$ cat config.mk
export PLATFORM = sky130hd
export DESIGN_NAME = program_loader
export DESIGN_NICKNAME = d
export VERILOG_FILES = /design/src/rtl/program_loader.sv
export SDC_FILE = /design/constraint.sdc
export NUM_CORES = 1
export LEC_CHECK = 0
export BUFFER_PORTS_ARGS = -buffer_cell sky130_fd_sc_hd__buf_2
export CORE_ASPECT_RATIO = 2
export CORE_MARGIN = 2
export CORE_UTILIZATION = 38
export DETAILED_ROUTE_END_ITERATION = 7
export PLACE_DENSITY = 0.6
export SYNTH_ARGS = -nofsm -noshare
export SYNTH_HDL_FRONTEND = slang
export SYNTH_SLANG_ARGS = --single-unit
export TNS_END_PERCENT = 30
$ cat constraint.sdc
create_clock -name clk -period 6.3 [get_ports clk]
set_input_delay 0.945 -clock clk [delete_from_list [all_inputs] [get_ports clk]]
set_output_delay 0.945 -clock clk [all_outputs]
set_load 0.1 [all_outputs]
$ cat src/rtl/program_loader.sv
// -----------------------------------------------------------------------------
// program_loader
//
// Receives a byte stream and writes a program into instruction memory.
// Stream layout: 16-bit big-endian word count N, then N big-endian words.
// The CPU is held in reset until the whole image has been written.
//
// Ports
//   clk        : system clock, all state changes on its rising edge
//   rst        : asynchronous active-high reset
//   in_valid   : stream source presents a byte on in_data
//   in_data    : stream byte
//   in_ready   : loader accepts a byte this cycle (CNT_HI, CNT_LO, DATA)
//   reload     : one-cycle request to start a new load (only honoured in
//                DONE or ERR)
//   imem_we    : instruction memory write strobe (one cycle per word)
//   imem_addr  : instruction memory word address
//   imem_wdata : instruction word
//   cpu_rst    : active-high reset to the CPU
//   load_done  : program loaded, CPU released
//   load_err   : header word count exceeded memory capacity
// -----------------------------------------------------------------------------
module program_loader #(
   parameter int ADDR_WIDTH = 6
) (
   input  logic                  clk,
   input  logic                  rst,
   input  logic                  in_valid,
   input  logic [7:0]            in_data,
   output logic                  in_ready,
   input  logic                  reload,
   output logic                  imem_we,
   output logic [ADDR_WIDTH-1:0] imem_addr,
   output logic [31:0]           imem_wdata,
   output logic                  cpu_rst,
   output logic                  load_done,
   output logic                  load_err
);

   typedef enum logic [2:0] {
      CNT_HI = 3'd0,
      CNT_LO = 3'd1,
      DATA   = 3'd2,
      DONE   = 3'd3,
      ERR    = 3'd4
   } state_t;

   // Capacity in words, widened so N = 2^ADDR_WIDTH itself is representable.
   localparam logic [16:0] CAPACITY = 17'd1 << ADDR_WIDTH;

   state_t                state_r, state_nxt;
   logic [15:0]           n_r, n_nxt;
   logic [15:0]           n_full_s;
   // Only the first three bytes of a word need storing; the fourth byte is
   // taken straight from in_data when the word is written.
   logic [23:0]           asm_r, asm_nxt;
   logic [1:0]            byte_cnt_r, byte_cnt_nxt;
   // One bit wider than the address so the index can reach N = capacity.
   logic [ADDR_WIDTH:0]   word_idx_r, word_idx_nxt;
   logic                  accept_s;
   logic                  last_word_s;
   logic                  we_nxt;
   logic [ADDR_WIDTH-1:0] addr_nxt;
   logic [31:0]           wdata_nxt;
   logic                  cpu_rst_nxt;
   logic                  done_nxt;
   logic                  err_nxt;
   logic                  ready_s;

   // Byte acceptance decode from the current state.
   always_comb begin
      ready_s = 1'b0;
      case (state_r)
         CNT_HI, CNT_LO, DATA: ready_s = 1'b1;
         default:              ready_s = 1'b0;
      endcase
   end

   assign in_ready = ready_s;
   assign accept_s = in_valid & ready_s;
   assign n_full_s = {n_r[15:8], in_data};

   // True while the word being assembled is the last one of the image.
   assign last_word_s = (({{(16 - ADDR_WIDTH){1'b0}}, word_idx_r} + 17'd1) == {1'b0, n_r});

   // Next-state and datapath update.
   always_comb begin
      state_nxt    = state_r;
      n_nxt        = n_r;
      asm_nxt      = asm_r;
      byte_cnt_nxt = byte_cnt_r;
      word_idx_nxt = word_idx_r;
      we_nxt       = 1'b0;
      addr_nxt     = imem_addr;
      wdata_nxt    = imem_wdata;

      case (state_r)
         CNT_HI: begin
            if (accept_s) begin
               n_nxt     = {in_data, 8'h00};
               state_nxt = CNT_LO;
            end else begin
               state_nxt = CNT_HI;
            end
         end
         CNT_LO: begin
            if (accept_s) begin
               n_nxt        = n_full_s;
               byte_cnt_nxt = 2'd0;
               word_idx_nxt = '0;
               if ({1'b0, n_full_s} > CAPACITY) begin
                  state_nxt = ERR;
               end else if (n_full_s == 16'd0) begin
                  state_nxt = DONE;
               end else begin
                  state_nxt = DATA;
               end
            end else begin
               state_nxt = CNT_LO;
            end
         end
         DATA: begin
            if (accept_s) begin
               asm_nxt      = {asm_r[15:0], in_data};
               byte_cnt_nxt = byte_cnt_r + 2'd1;
               if (byte_cnt_r == 2'd3) begin
                  we_nxt       = 1'b1;
                  addr_nxt     = word_idx_r[ADDR_WIDTH-1:0];
                  wdata_nxt    = {asm_r, in_data};
                  word_idx_nxt = word_idx_r + {{ADDR_WIDTH{1'b0}}, 1'b1};
                  if (last_word_s) begin
                     state_nxt = DONE;
                  end else begin
                     state_nxt = DATA;
                  end
               end else begin
                  state_nxt = DATA;
               end
            end else begin
               state_nxt = DATA;
            end
         end
         DONE, ERR: begin
            if (reload) begin
               state_nxt    = CNT_HI;
               n_nxt        = 16'd0;
               byte_cnt_nxt = 2'd0;
               word_idx_nxt = '0;
            end else begin
               state_nxt = state_r;
            end
         end
         default: begin
            state_nxt = CNT_HI;
         end
      endcase

      // load_done rises one edge after DONE is entered (the final write strobe
      // has then finished); a reload clears it on the same edge it leaves DONE.
      done_nxt    = (state_r == DONE) && (state_nxt == DONE);
      cpu_rst_nxt = ~done_nxt;
      err_nxt     = (state_nxt == ERR);
   end

   // State and output registers.
   always_ff @(posedge clk or posedge rst) begin
      if (rst) begin
         state_r    <= CNT_HI;
         n_r        <= 16'd0;
         asm_r      <= 24'd0;
         byte_cnt_r <= 2'd0;
         word_idx_r <= '0;
         imem_we    <= 1'b0;
         imem_addr  <= '0;
         imem_wdata <= 32'd0;
         cpu_rst    <= 1'b1;
         load_done  <= 1'b0;
         load_err   <= 1'b0;
      end else begin
         state_r    <= state_nxt;
         n_r        <= n_nxt;
         asm_r      <= asm_nxt;
         byte_cnt_r <= byte_cnt_nxt;
         word_idx_r <= word_idx_nxt;
         imem_we    <= we_nxt;
         imem_addr  <= addr_nxt;
         imem_wdata <= wdata_nxt;
         cpu_rst    <= cpu_rst_nxt;
         load_done  <= done_nxt;
         load_err   <= err_nxt;
      end
   end

endmodule

-- Yosys cells after proc, flatten, opt, wreduce, memory -nomap -nowiden
Index checks and enable logic that the tools add are counted.
- $add $sub $neg: 3
- $mul: 0
- div/mod/pow operators: 0
- magnitude comparators: 1
- equal/unequal tests: 13
- shift operators: 0
- multiplexer cells: 26
- bitwise logic cells: 3
- reduce and logical (&&, ||, !) cells: 14
- operators by type and width (cell ; number):
    16-bit one-hot mux with 3 select lines ; 1
    16-bit 2-to-1 mux ; 2
    7-bit 2-to-1 mux ; 4
    7-bit one-hot mux with 3 select lines ; 1
    8-bit by 16-bit == test with 1-bit output ; 1
    16-bit by 7-bit > comparator with 1-bit output (second input constant) ; 1
    16-bit zero test ; 1
    3-bit 2-to-1 mux ; 5
    3-bit one-hot mux with 4 select lines ; 1
    4-bit AND reduction ; 3
    2-bit != test (second input constant) ; 5
    3-bit by 2-bit == test with 1-bit output (second input constant) ; 3
    7-bit by 1-bit adder with 8-bit output (second input constant) ; 1
    8-bit 2-to-1 mux ; 1
    7-bit by 1-bit adder with 7-bit output (second input constant) ; 1
    1-bit 2-to-1 mux ; 7
    3-bit == test (second input constant) ; 2
    2-bit 2-to-1 mux ; 3
    2-bit one-hot mux with 3 select lines ; 1
    3-bit nonzero test ; 2
    5-bit AND reduction ; 1
    3-bit by 1-bit == test with 1-bit output (second input constant) ; 1
    3-bit zero test ; 1
    3-bit AND reduction ; 1
    9 further kinds ; 10
- register bits: 94
- latch bits: 0
- memory bits (writable): 0
- memory bits (read-only): 0
- input bits: 12
- output and inout port bits: 43
- logic and storage cells: 72
- memories kept: 0

-- Depth between registers and ports, before layout
- depth after elaboration: 9
- gate-level depth with buffers: 10
- gate-level depth less buffers: 6

-- Worst setup path before layout
OpenSTA, ideal clock, no wires.
- kind: register to output
- start: register state_r[1]
- end: output port in_ready
- arrival time: 2050 ps
- required time: 5355 ps
- slack: 3305 ps
- cell stages (with the launch flop): 3
- buffers on the path: 1
- cell sequence: dfrtp_1 buf_2 a21oi_1
- cells in the longest elaborated chain, start to end: 3
- elaborated cells on any way between the ends: 5
- classes of those cells: eq/ne (2); mux (1); reduce/logical (2)
- ends and longest elaborated chain (element ; line ; source):
    start: declaration ; 51 ; state_t state_r, state_nxt;
    start signal: assignment ; 180 ; state_r <= state_nxt;
    3-bit by 2-bit == test with 1-bit output, or another cell as far along ; 73 ; case (state_r)
    3-bit OR reduction (*) ; 73 ;
    1-bit 2-to-1 mux (*) ; 73 ;
    end: declaration ; 30 ; output logic in_ready,
Every way passes the cells marked *; elsewhere a longest branch is shown, timed or not.

-- Final worst setup path
- start: input port in_valid
- end: register state_r[0]
- cells in the longest elaborated chain, start to end: 3
- elaborated cells on any way between the ends: 5
- classes of those cells: mux (4); bitwise (1)
- ends and longest elaborated chain (element ; line ; source):
    start: declaration ; 28 ; input logic in_valid,
    1-bit bitwise AND (*) ; 80 ; assign accept_s = in_valid & ready_s;
    3-bit 2-to-1 mux, or another cell as far along ; 123 ; if (accept_s) begin
    3-bit one-hot mux with 4 select lines (*) ; 97 ; case (state_r)
    named net state_nxt[0] ; 51 ;
The timed path passes the listed nets; every way through them passes the cells marked *.
A chain may end at the register's enable or synchronous reset.

==> results.cfg <==
[placement]
gp_congestion = 0.833
io_buffers = 54
dp_hpwl_um = 6330
dp.cells = 572

[synthesis]
synth_seq_cells = 94
synth_area_leaders = dfrtp_1 (57%), nand2_1 (14%), mux2_2 (7.5%)
yosys.area.top_type = dfrtp_1
seq_area_frac_synth_pct = 57.9
synthArstFlopShare_pct = 100
synth_nets = 413
synthCells = 399
yosysMostFrequentCell = nand2_1
synth_top_cell_area_share_pct = 57.3
yosysUniqueCellTypes = 45
synth_ff_type = dfrtp_1
synth_enable_flop_cells = 0
synthTopCellsByCount = nand2_1 (149), dfrtp_1 (93), mux2_2 (27)
syn_avg_cell_area_um2 = 10.2
synth_warnings = 0
syn_area_um2 = 4060

[timing]
final.setup_skew_ns = 0.00465
fin_crit_ns = 2.91
relSlewSlack_pct = 43.1
finalCritPeriodShare_pct = 46.3
drv_slew = 0
finalSetupTns_ns = 0
setup_violations = 0
fmax_mhz = 343
rsz0062_at_grt = false
tightest_slew_ns = 0.853
hold_violations = 0

[route]
via_count = 2885
detail-route-antenna-nets = 0
avgRoutedWirePerCell_um = 15.1
drt_iter0_drc = 184
drt-pass1-iter-count = 4
drc = 0
routed_via_density = 4.91
drt_wl_total_um = 8890

[power]
leakage_nw = 2.53
ir_drop_v = 0.000178
powerDensity_nw_per_um2 = 352

[clock_network]
post_cts_resized = 0
clk_pin_slew_ns = 0.06
cts_made_buffers = 9
hold_buffers = 0
cts_root_buf = clkbuf_16
cts_max_level = 3
clock_path_buffers = 2
postCtsSetupRepairBufs = 0
tritoncts = yes
cts_sinks = 94
worstSkewPairLatency_ns = 0.34

[grt]
use_met2_pct = 30.6
use_met1_pct = 17.5
grt_max_degree = 71
busiest_layer = met2
grt_util_met3_pct = 3.06
grt_pass1_vias = 2969
grt_pass1_wl_um = 14800
grt_overflow = 0
antenna_found_initial = 0
grt.total_usage_pct = 16.6

[floorplan]
die_y_um = 150
start_util_pct = 38.8
rows = 53
pin_count = 55
dieArea_um2 = 11600
core-area_um2 = 10500
fp.dieW_um = 77.1

[job]
max_cap_viol_count = 0

[min_path]
hold_path_class = register to register

[critical_path]
crit_type = primary input to register
crit_required_ns = 6.55
critPathMaxFanout = 47
worstSetupEndpointType = register
start_kind = primary input
crit_path_cell_trace = buf_2 -> and2b_1 -> and3_1 -> buf_4 -> nand2_4 -> inv_2 -> nand4_2 -> o31ai_2
max_stage_delay_ns = 0.68
cp.arrival_ns = 3.16
cp_slowest_cell = inv_2

[final_layout]
final_layout_size_suffix_gt1_share_pct = 24.4
area_growth_pct = 16.6
fillers = 1053
antenna_cells = 0
final_cells = 588
fin_nets = 460

[run_status]
status = finished clean
[cell usage in the layout, fill, tap and decap left out, types with 2 or more instances in the layout]
cell type / Yosys / layout
nor2_1: 8 / 8
clkbuf_16: 0 / 9
inv_1: 3 / 2
xnor2_1: 8 / 8
buf_2: 11 / 54
clkinv_4: 0 / 2
nor3_1: 2 / 2
mux2i_1: 3 / 3
xor2_1: 4 / 4
a21oi_1: 10 / 10
or4_1: 3 / 3
nor2b_1: 2 / 2
nand2_1: 149 / 149
o21ai_1: 3 / 3
dfrtp_1: 93 / 93
nand3_1: 5 / 5
a22o_1: 4 / 4
a21oi_2: 2 / 2
ha_1: 2 / 2
mux2_2: 27 / 27
bufinv_16: 0 / 2
and3_1: 2 / 2
nand3b_1: 3 / 3
o21ai_0: 21 / 21
buf_4: 2 / 2
inv_2: 2 / 2
a31oi_1: 3 / 3
clkbuf_8: 0 / 3
and2_1: 2 / 2
[power by group]
part / leakage (nW) / internal, mW / switching (mW)
Combinational: 1.07 / 0.112 / 0.216
Sequential: 1.29 / 0.674 / 0.0622
Clock: 0.169 / 0.381 / 0.223
[critical path: cells and delay by family]
kind            cells  cell delay (ns)
simple gates        4             0.85
compound gates      1             0.22
buf+inv             3             1.14
[metrics by stage]
stage / hold slack, ns / setup slack, ns / area (um^2) / utilization [%] / total power [mW]
floorplan: 0.434 / 2.91 / 4060 / - / 0.998
global placement: 0.444 / 3.07 / 4400 / 42.0 / 1.07
detailed placement: 0.457 / 3.01 / 4400 / 42.0 / 1.08
CTS: 0.470 / 3.36 / 4740 / 45.2 / 1.69
global route: 0.486 / 3.16 / 4740 / 45.2 / 1.76
finish: 0.468 / 3.39 / 4740 / 45.2 / 1.67
[layer usage]
metal | part of all wire, % | up-vias
met5 | 0 | -
met4 | 3.6 | 0
met3 | 2.2 | 21
met2 | 57 | 44
met1 | 38 | 1412
li1 | - | 1408
[layout make-up]
class / count / area (um^2) / area share, %
flip-flops and latches: 94 / 2350 / 49.7
multi-input cells: 280 / 1570 / 33.0
repair buffers: 56 / 285 / 6.02
clock buffers: 12 / 267 / 5.62
well taps: 137 / 171 / 3.62
clock inverters: 4 / 77.6 / 1.64
inverters: 5 / 20.0 / 0.422
[final timing paths]
check | start | end | slack (ns) | cells after the start
worst min register to register | asm_r[16] | imem_wdata[24] | 0.47 | 2
worst max-delay path | in_valid | state_r[0] | 3.39 | 8
worst max register to register | state_r[0] | state_r[0] | 3.53 | 7
max in group asynchronous | rst | n_r[10] | 4.52 | 3
min in group asynchronous | rst | imem_wdata[30] | 0.58 | 2
worst min-delay path | asm_r[16] | imem_wdata[24] | 0.47 | 2
[sequential cells by signal, summed over array words and instances (netlist names)]
register	count
imem_wdata	32
asm_r	24
n_r	16
word_idx_r	7
imem_addr	6
state_r	3
byte_cnt_r	2
cpu_rst	1
imem_we	1
load_done	1
load_err	1
[logic make-up after synthesis]
| family | Yosys count | share of synthesized area (%) |
|---|---|---|
| AO/OA/AOI/OAI | 49 | 7.27 |
| XOR/XNOR | 12 | 2.59 |
| adder cells (fa/ha/maj) | 2 | 0.616 |
| buffers and inverters | 25 | 3.57 |
| flip-flops | 94 | 57.9 |
| multiplexers | 30 | 8.22 |
| AND/OR/NAND/NOR | 187 | 19.8 |
(Power assumes the default switching activity.)
